<file path="config.mk">
export PLATFORM = sky130hd
export DESIGN_NAME = uart_rx_fifo
export DESIGN_NICKNAME = d
export VERILOG_FILES = /design/src/rtl/uart_pkg.sv /design/src/rtl/uart_fifo_mem.sv /design/src/rtl/uart_rx_fifo.sv
export SDC_FILE = /design/constraint.sdc
export NUM_CORES = 1
export LEC_CHECK = 0
export CORE_ASPECT_RATIO = 1.4
export CORE_MARGIN = 2
export CORE_UTILIZATION = 58
export CTS_CLUSTER_DIAMETER = 50
export DETAILED_ROUTE_END_ITERATION = 8
export GPL_ROUTABILITY_DRIVEN = 1
export PLACE_DENSITY = 0.77
export SYNTH_ARGS = -nofsm -noshare
export SYNTH_HDL_FRONTEND = slang
export SYNTH_SLANG_ARGS = --single-unit
</file>
<file path="constraint.sdc">
create_clock -name clk_i -period 4.47 [get_ports clk_i]
set_input_delay 0.894 -clock clk_i [delete_from_list [all_inputs] [get_ports clk_i]]
set_output_delay 0.894 -clock clk_i [all_outputs]
set_load 0.1 [all_outputs]
</file>
<file path="src/rtl/uart_pkg.sv">
// Shared constants and helpers for the UART receive path.
package uart_pkg;

  localparam int UART_DATA_W         = 8;
  localparam int UART_FIFO_DEPTH_DEF = 16;

  // Pointer width carries one extra wrap bit to tell full from empty
  function automatic int fifo_ptr_w(input int depth);
    return $clog2(depth) + 1;
  endfunction

endpackage

</file>
<file path="src/rtl/uart_fifo_mem.sv">
// DEPTH x DATA_W register array: one synchronous write port, one combinational read port.
module uart_fifo_mem #(
  parameter int DATA_W = 8,
  parameter int DEPTH  = 16
) (
  input  logic                     clk_i,
  input  logic                     wr_en,
  input  logic [$clog2(DEPTH)-1:0] wr_addr,
  input  logic [DATA_W-1:0]        wr_data,
  input  logic [$clog2(DEPTH)-1:0] rd_addr,
  output logic [DATA_W-1:0]        rd_data
);

  logic [DATA_W-1:0] mem [DEPTH];

  // Storage is deliberately not reset; the empty flag masks stale contents
  always_ff @(posedge clk_i) begin
    if (wr_en) begin
      mem[wr_addr] <= wr_data;
    end
  end

  assign rd_data = mem[rd_addr];

endmodule

</file>
<file path="src/rtl/uart_rx_fifo.sv">
// First-word-fall-through receive FIFO behind the UART receiver, with sticky overrun flag.
// Optional registered almost_full_o output when UART_RX_FIFO_ALMOST_FULL_EN is defined.
module uart_rx_fifo
  import uart_pkg::*;
#(
  parameter int DATA_W = UART_DATA_W,
  parameter int DEPTH  = UART_FIFO_DEPTH_DEF
`ifdef UART_RX_FIFO_ALMOST_FULL_EN
  ,
  parameter int AFULL_THRESH = DEPTH - 2
`endif
) (
  input  logic                   clk_i,
  input  logic                   nreset_i,
  input  logic [DATA_W-1:0]      rx_data_i,
  input  logic                   rx_done_i,
  output logic [DATA_W-1:0]      m_data_o,
  output logic                   m_valid_o,
  input  logic                   m_ready_i,
  output logic [$clog2(DEPTH):0] level_o,
  output logic                   full_o,
  output logic                   empty_o,
  output logic                   overrun_o,
`ifdef UART_RX_FIFO_ALMOST_FULL_EN
  output logic                   almost_full_o,
`endif
  input  logic                   overrun_clr_i
);

  localparam int AW = $clog2(DEPTH);
  localparam int PW = fifo_ptr_w(DEPTH);

  logic [PW-1:0] wr_ptr, rd_ptr;
  logic          rx_done_q;
  logic          push_req, push_ok, pop;

  // The receiver holds done high for a whole byte time, so only its rising edge counts
  always_ff @(posedge clk_i or negedge nreset_i) begin
    if (!nreset_i) begin
      rx_done_q <= 1'b0;
    end else begin
      rx_done_q <= rx_done_i;
    end
  end

  assign push_req = rx_done_i & ~rx_done_q;

  assign empty_o   = (wr_ptr == rd_ptr);
  assign full_o    = (wr_ptr[PW-1] != rd_ptr[PW-1]) && (wr_ptr[AW-1:0] == rd_ptr[AW-1:0]);
  assign level_o   = wr_ptr - rd_ptr;
  assign m_valid_o = ~empty_o;

  // A pop in the same cycle frees the slot the new byte lands in, so full plus pop still accepts
  assign pop     = m_valid_o & m_ready_i;
  assign push_ok = push_req & (~full_o | pop);

  always_ff @(posedge clk_i or negedge nreset_i) begin
    if (!nreset_i) begin
      wr_ptr <= '0;
      rd_ptr <= '0;
    end else begin
      if (push_ok) wr_ptr <= wr_ptr + PW'(1);
      if (pop)     rd_ptr <= rd_ptr + PW'(1);
    end
  end

  // A fresh overrun outranks a clear requested in the same cycle
  always_ff @(posedge clk_i or negedge nreset_i) begin
    if (!nreset_i) begin
      overrun_o <= 1'b0;
    end else if (push_req && full_o && !pop) begin
      overrun_o <= 1'b1;
    end else if (overrun_clr_i) begin
      overrun_o <= 1'b0;
    end
  end

  uart_fifo_mem #(
    .DATA_W(DATA_W),
    .DEPTH (DEPTH)
  ) u_mem (
    .clk_i  (clk_i),
    .wr_en  (push_ok),
    .wr_addr(wr_ptr[AW-1:0]),
    .wr_data(rx_data_i),
    .rd_addr(rd_ptr[AW-1:0]),
    .rd_data(m_data_o)
  );

`ifdef UART_RX_FIFO_ALMOST_FULL_EN
  logic [PW-1:0] level_nxt;

  assign level_nxt = (wr_ptr + PW'(push_ok)) - (rd_ptr + PW'(pop));

  // Looks one cycle ahead so RTS logic reacts as the level crosses the threshold
  always_ff @(posedge clk_i or negedge nreset_i) begin
    if (!nreset_i) begin
      almost_full_o <= 1'b0;
    end else begin
      almost_full_o <= (int'(level_nxt) >= AFULL_THRESH);
    end
  end
`endif

endmodule

</file>
## After elaboration in Yosys (flattened, before gate mapping)

Memory sizes are Yosys's and may differ from the RTL's.
Cells that the tools add are included.

- Flip-flop bits (word level): 12
- Memory bits (writable): 128
- Bits of input ports: 13
- Word-level logic and storage cells: 27
- Memories: 1

- Add/sub/neg operators: 3
- Equal/unequal tests: 3
- Multiplexer cells: 4
- Bitwise operators: 7
- Reductions and logical operators: 5

Memories:

| memory | depth | bits a word | rd ports | clocked after Yosys merged registers in | write ports | RTL line | source |
|---|---|---|---|---|---|---|---|
| u_mem.mem | 16 | 8 | 1 | 0 | 1 | uart_fifo_mem.sv:14 | `logic [DATA_W-1:0] mem [DEPTH];` |

Operators with widths:

| kind | count |
|---|---|
| $add A5 B1 Y5 const B | 2 |
| $eq A5 B5 Y1 | 1 |
| $sub A5 B5 Y5 | 1 |
| $eq A4 B4 Y1 | 1 |
| $mux W1 | 4 |
| $and A1 B1 Y1 | 3 |
| $logic_and A1 B1 Y1 | 3 |
| $not A1 Y1 | 3 |
| $reduce_bool A2 Y1 | 1 |
| $logic_not A1 Y1 | 1 |
| $ne A1 B1 Y1 | 1 |
| $or A1 B1 Y1 | 1 |

## Depth between registers and ports, before layout

Gate-level depths: netlist (run 1).

- Word-level depth: 7
- Gate-level depth with buffers: 9
- Gate-level depth less buffers: 7

## Hierarchy

A second synthesis (run 1) with hierarchy kept.

- Cell total of the unflattened synthesis: 287
- Area, all modules: 5703.0 µm²

Modules (own cells, without submodules):

| module | instances | cells each | area an instance (µm²) | seq. area each (µm²) |
|---|---|---|---|---|
| uart_fifo_mem | 1 | 221 | 4987.3 | 3843.7 |
| uart_rx_fifo | 1 | 66 | 715.7 | 300.3 |

## Worst setup path before layout (run 1)

No wires, ideal clock.

- Path kind: register to output
- From: reg rd_ptr[1]
- To: out level_o[3]
- Arrival: 2956 ps
- Setup slack: 620 ps
- Cell stages (with the launch flop): 8
- Cell sequence: dfrtp_1 buf_4 clkbuf_1 inv_1 ha_1 a21o_1 a21oi_1 xnor2_1

- Cells in the longest elaborated chain, start to end: 1

Ends and longest elaborated chain:

| what | RTL line | source |
|---|---|---|
| start: declaration | uart_rx_fifo.sv:33 | `logic [PW-1:0] wr_ptr, rd_ptr;` |
| start signal: assignment | uart_rx_fifo.sv:63 | `if (pop) rd_ptr <= rd_ptr + PW'(1);` |
| $sub A5 B5 Y5 | uart_rx_fifo.sv:50 | `assign level_o = wr_ptr - rd_ptr;` |
| end: declaration | uart_rx_fifo.sv:20 | `output logic [$clog2(DEPTH):0] level_o,` |

No other way between the ends.

## Worst setup path after layout (run 1)

- From: reg rd_ptr[1]
- To: out level_o[4]

The elaborated chain is that of the path after synthesis.

==> results.md, run 1 <==
- Outcome: finished, final reports clean
- Iteration-0 DRC count of the detailed router: 238
- Effective utilization at floorplan: 0.590
- Vias in the first global route: 3044
- Number of gates resized after cts: 0
- Fin util: 0.682
- Number of max-capacitance violations reported: 0
- CTS Buf Count: 17
- Worst hold path type: register to register
- Maximum number of pins on one net before global-route repair: 25
- Most instantiated library cell after synthesis: sky130_fd_sc_hd__edfxtp_1
- Achievable frequency: 282 MHz
- Crit path required time: 3580 ps
- Overflow after GRT: 0
- Count of vias placed by the detailed router: 2935
- Routed WL: 11900 um
- Worst Skew: 10.2 ps
- DRC violations left: 0
- Sequential-to-total area share from yosys stat: 0.718
- Average wire length per cell after detail routing: 24.5 um
- Total routing resource utilization after global routing: 0.245
- Largest area contributor in the netlist: sky130_fd_sc_hd__edfxtp_1
- Half-perimeter wire length after detailed placement: 7910 um
- Antenna violations before repair: 0
- Die Area: 0.0108 mm2
- Clock latency on the worst-skew pair: 420 ps
- #FFs+latches synth: 140
- Clock sink total: 140
- Post-synth top area share: 0.666
- Mapped Nets: 324
- Startpoint types: register
- Count of filler cells inserted in the layout: 676
- FFs w/ async S/R, synth: 0.0857
- Number of nets with antenna violations after routing: 0
- Kind of end point of the critical path: output pin
- Routability congestion estimate: 0.851
- List of most frequent post-synthesis cells: 128 x sky130_fd_sc_hd__edfxtp_1, 24 x sky130_fd_sc_hd__mux2i_1, 17 x sky130_fd_sc_hd__mux4_2, 14 x sky130_fd_sc_hd__and2_1, 12 x sky130_fd_sc_hd__dfrtp_1
- Primary FF master, synth: sky130_fd_sc_hd__edfxtp_1
- Ant diodes: 0
- EDFF count, synth: 128
- Core Area: 0.00979 mm2
- Clock root cell: sky130_fd_sc_hd__clkbuf_16
- Final setup fails: 0
- Post-layout min period: 3540 ps
- Arrival time at the worst endpoint: 2650 ps
- Final hold violations: 0
- Count of final max-slew check failures: 0
- Count of buffers added by post-CTS timing repair for setup: 0
- Clock-pin transition on the worst setup and hold timing paths: 50 ps
- Global-route wire length before repair: 18200 um
- Number of I/O pins: 30
- Deepest clock path buffer count: 2
- Nets: 362
- Normalized max-slew margin: 0.353
- Cell Rows: 43
- Final total negative setup slack: 0 ps
- Unique cell type count in the Yosys netlist: 37
- Number of buffers inserted by port buffering: 29
- Die H: 122 um
- Ranking of synthesized cells by area: sky130_fd_sc_hd__edfxtp_1 67%, sky130_fd_sc_hd__mux4_2 6.6%, sky130_fd_sc_hd__dfrtp_1 5.2%
- Post-route fraction of the period consumed by the critical path: 0.793
- Number of cells produced by synthesis: 301
- Setup repair after global routing missed its margin: false
- Layout cells sized above 1: 0.196
- Via-per-instance ratio: 6.03
- Number of detailed-route iterations in the first pass: 4
- DIE WIDTH: 88.3 um
- Hold bufs inserted after CTS: 0
- Synth warn: 0
- Internal reg-to-reg setup slack: 1160 ps
- Setup CP Type: register to output pin
- Cell Area, Synth: 0.00578 mm2
- Number of H-tree branching levels: 4
- Mean post-synth cell area: 19.2 um2
- Maximum fanout count along the critical path: 23
- Slew at the pin closest to its max-slew limit: 968 ps
- CTS tree: built
- Area added between synthesis and finish: 15.6%
stage by stage:
step                      instance area, um2  hold slack [ps]  cells  setup slack (ps)
after CTS                               6680              539    487               893
after global placement                  6130              522    455              1340
after detailed placement                6130              529    455              1240
final                                   6680              528    487               927
after floorplan                         5780              498    301               620
after global routing                    6680              570    487               784
layout make-up:
class	instances	area (um2)	area share
clock buffers	23	478	0.0716
repair buffers	31	278	0.0416
inverters	10	37.5	0.00562
clock inverters	9	71.3	0.0107
flip-flops and latches	140	4150	0.621
well taps	135	169	0.0253
multi-input cells	139	1500	0.224
worst max-delay path: stages, from the launching register on:
cell and delay, ps:
sky130_fd_sc_hd__dfrtp_2 760, sky130_fd_sc_hd__inv_1 200, sky130_fd_sc_hd__fa_1 500, sky130_fd_sc_hd__a21o_1 190
sky130_fd_sc_hd__a21oi_1 170, sky130_fd_sc_hd__xnor2_1 200, sky130_fd_sc_hd__buf_12 220
cells in the final DEF (no fill, tap or decap), types with 2 or more instances in the layout:
master,Yosys,layout
sky130_fd_sc_hd__a21o_1,2,2
sky130_fd_sc_hd__a21oi_1,2,2
sky130_fd_sc_hd__a22oi_1,8,8
sky130_fd_sc_hd__a32oi_1,8,8
sky130_fd_sc_hd__and2_1,14,14
sky130_fd_sc_hd__and3_1,4,4
sky130_fd_sc_hd__and3b_1,2,2
sky130_fd_sc_hd__buf_4,2,17
sky130_fd_sc_hd__clkbuf_1,5,3
sky130_fd_sc_hd__clkbuf_16,0,17
sky130_fd_sc_hd__clkbuf_8,0,3
sky130_fd_sc_hd__clkdlybuf4s50_1,0,13
sky130_fd_sc_hd__clkinv_2,0,6
sky130_fd_sc_hd__dfrtp_1,12,11
sky130_fd_sc_hd__edfxtp_1,128,128
sky130_fd_sc_hd__ha_1,9,9
sky130_fd_sc_hd__inv_1,9,9
sky130_fd_sc_hd__mux2i_1,24,24
sky130_fd_sc_hd__mux4_1,7,7
sky130_fd_sc_hd__mux4_2,17,17
sky130_fd_sc_hd__nand2_1,6,6
sky130_fd_sc_hd__nand4_1,2,2
sky130_fd_sc_hd__o21ai_0,2,2
sky130_fd_sc_hd__o21ai_1,8,8
sky130_fd_sc_hd__xnor2_1,9,9
sky130_fd_sc_hd__xor2_1,4,4
logic make-up after synthesis:
| family | after synthesis | synth area share |
|---|---|---|
| AO/OA/AOI/OAI | 33 | 0.0403 |
| XOR/XNOR | 13 | 0.0197 |
| adder cells (fa/ha/maj) | 10 | 0.0230 |
| buffers and inverters | 22 | 0.0230 |
| flip-flops | 140 | 0.718 |
| multiplexers | 48 | 0.140 |
| AND/OR/NAND/NOR | 35 | 0.0368 |
registers in the layout, indices dropped and copies added, names as in the netlist:
signal and flops:
wr_ptr 5, u_mem.mem 128, overrun_o 1, rd_ptr 5, rx_done_q 1
worst paths after layout:
| check | startpoint | to | cells past startpoint |
|---|---|---|---|
| min in group asynchronous | nreset_i | wr_ptr[2]$_DFFE_PN0P_ | 1 |
| max in group asynchronous | nreset_i | rd_ptr[1]$_DFFE_PN0P_ | 1 |
| worst min register to register | overrun_o$_DFFE_PN0P_ | overrun_o$_DFFE_PN0P_ | 2 |
| worst min-delay path | overrun_o$_DFFE_PN0P_ | overrun_o$_DFFE_PN0P_ | 2 |
| worst max-delay path | rd_ptr[1]$_DFFE_PN0P_ | level_o[4] | 6 |
| worst max register to register | rd_ptr[1]$_DFFE_PN0P_ | u_mem.mem[3][3]$_DFFE_PP_ | 6 |
layer usage:
metal,part of all wire,global-route usage,vias to the layer above
li1,-,-,1288
met1,0.38,0.315,1497
met2,0.52,0.397,128
met3,0.068,0.0623,22
met4,0.026,0.104,0
met5,0,0,-
Power of run 1 is left out: the tool's default activity adds up to more than one toggle a clock period on the data nets, which glitch-free logic cannot reach.
==> run 2, diff against run 1 <==
Clock period 4.47 ns to 3.68 ns, I/O delays scaled along.
==> results.md, run 2 (same netlist as run 1, synthesis figures left out) <==
- Outcome: finished, final reports clean
- Routability congestion estimate: 0.846
- Clock latency on the worst-skew pair: 410 ps
- Total routing resource utilization after global routing: 0.237
- Nets: 362
- Met1 track demand over resource: 0.317
- Global-route wire length before repair: 17400 um
- Effective utilization at floorplan: 0.590
- Most frequent cells in the layout: 128 x sky130_fd_sc_hd__edfxtp_1, 24 x sky130_fd_sc_hd__mux2i_1, 17 x sky130_fd_sc_hd__mux4_2, 17 x sky130_fd_sc_hd__clkbuf_16, 16 x sky130_fd_sc_hd__buf_12
- Critical path's top delay family: flip-flops
- Hold Worst Slack: 538 ps
- Worst stage delay on the critical path: 650 ps
- Antenna violations before repair: 0
- DIE WIDTH: 88.3 um
- Number of detailed-route iterations in the first pass: 6
- Kind of end point of the critical path: output pin
- Number of max-capacitance violations reported: 0
- Core Area: 0.00979 mm2
- DRC violations left: 0
- Achievable frequency: 303 MHz
- Die Area: 0.0108 mm2
- Flip-flop and latch area: 0.00415 mm2
- Final setup fails: 0
- Maximum number of pins on one net before global-route repair: 43
- Filler-free cell count of the finished design: 487
- Count of vias placed by the detailed router: 2887
- Area added between synthesis and finish: 18.8%
- Fin util: 0.701
- Worst hold path type: register to register
- Overflow after GRT: 0
- CTS tree: built
- CTS Buf Count: 17
- Most common library cell in the layout ignoring fill and taps: sky130_fd_sc_hd__edfxtp_1
- Clock root cell: sky130_fd_sc_hd__clkbuf_16
- Cell count after placement: 455
- Arrival time at the worst endpoint: 2570 ps
- List of cells traversed by the critical path: ha_1, inv_1, fa_1, a21o_1, a21oi_1, xnor2_1, buf_12
- Cell Rows: 43
- Setup CP Type: register to output pin
- Layer carrying the most global-route usage: met2
- Post-layout min period: 3300 ps
- Die H: 122 um
- Critical Path Slowest Stage Cell: sky130_fd_sc_hd__dfrtp_1
- Iteration-0 DRC count of the detailed router: 196
- Area taken by multi-input logic gates: 0.00151 mm2
- Met2 global-route usage: 0.374
- Maximum fanout count along the critical path: 9
- Normalized max-slew margin: 0.352
- Number of H-tree branching levels: 4
- Count of final max-slew check failures: 0
- Count of buffers added by post-CTS timing repair for setup: 0
- Routed WL: 11500 um
- Startpoint types: register
- Registers with the most flip-flops: u_mem.mem x128, rd_ptr x5, wr_ptr x5
- Crit path required time: 2940 ps
- Ant diodes: 0
- GR met3 Demand/Resource: 0.0495
- Average wire length per cell after detail routing: 23.7 um
- Number of buffers inserted by port buffering: 29
- Number of nets with antenna violations after routing: 0
- Count of filler cells inserted in the layout: 630
- Layout cells sized above 1: 0.182
- Total buffers and inverters traversed by the critical path: 2
- Deepest clock path buffer count: 2
- Hold bufs inserted after CTS: 0
- Post-route fraction of the period consumed by the critical path: 0.897
- Slew at the pin closest to its max-slew limit: 968 ps
- Setup repair after global routing missed its margin: false
- Via-per-instance ratio: 5.93
- Final total negative setup slack: 0 ps
- Flip-flop count of the largest register, all copies and words added: 128
- Half-perimeter wire length after detailed placement: 7600 um
- Final hold violations: 0
- Number of I/O pins: 30
- Largest register by flop count: u_mem.mem
- Clock-pin transition on the worst setup and hold timing paths: 50 ps
- Vias in the first global route: 2917
- Worst Skew: 7.51 ps
- Clock sink total: 140
- Number of gates resized after cts: 0
run 2: cell count changes in the layout (fill, tap and decap cells not counted):
cell / previous run / this run
sky130_fd_sc_hd__xnor2_1: 9 / 8
sky130_fd_sc_hd__xnor2_2: 0 / 1
sky130_fd_sc_hd__clkbuf_8: 3 / 0
sky130_fd_sc_hd__buf_4: 17 / 2
sky130_fd_sc_hd__clkinv_2: 6 / 2
sky130_fd_sc_hd__bufinv_16: 1 / 2
sky130_fd_sc_hd__buf_12: 1 / 16
sky130_fd_sc_hd__clkinv_1: 1 / 7
run 2: path summary, 6_finish.rpt:
check,endpoint,startpoint,depth (start not counted),slack [ps]
min in group asynchronous,wr_ptr[2]$_DFFE_PN0P_,nreset_i,1,720
max,level_o[4],rd_ptr[0]$_DFFE_PN0P_,7,380
min,overrun_o$_DFFE_PN0P_,overrun_o$_DFFE_PN0P_,2,540
max reg2reg,u_mem.mem[0][0]$_DFFE_PP_,rd_ptr[3]$_DFFE_PN0P_,6,440
min reg2reg,overrun_o$_DFFE_PN0P_,overrun_o$_DFFE_PN0P_,2,540
max in group asynchronous,rd_ptr[1]$_DFFE_PN0P_,nreset_i,1,2520
run 2: final cells by class:
class / instances / share of cell area
flip-flops and latches: 140 / 0.604
multi-input cells: 139 / 0.219
clock inverters: 12 / 0.0151
well taps: 135 / 0.0246
inverters: 10 / 0.00547
clock buffers: 20 / 0.0636
repair buffers: 31 / 0.0678
run 2: worst reg2reg max path, cell delays in order (launching register included):
cell and delay [ps]:
sky130_fd_sc_hd__dfrtp_1 600, sky130_fd_sc_hd__inv_2 240, sky130_fd_sc_hd__ha_1 410, sky130_fd_sc_hd__and4_1 280, sky130_fd_sc_hd__a31oi_2 520, sky130_fd_sc_hd__nor3b_1 430, sky130_fd_sc_hd__and2_1 410
run 2: layer usage:
metal / vias up / share of wire
met5: - / 0
met4: 0 / 0.025
met3: 17 / 0.056
met2: 112 / 0.52
met1: 1467 / 0.40
li1: 1291 / -
run 2: through the flow:
stage	cell area [um2]	setup WS [ps]
after floorplan	5780	0.0346
after global placement	6320	713
after detailed placement	6320	552
after CTS	6860	347
after global routing	6860	235
final	6860	378
Power of run 2 is left out for the same reason.
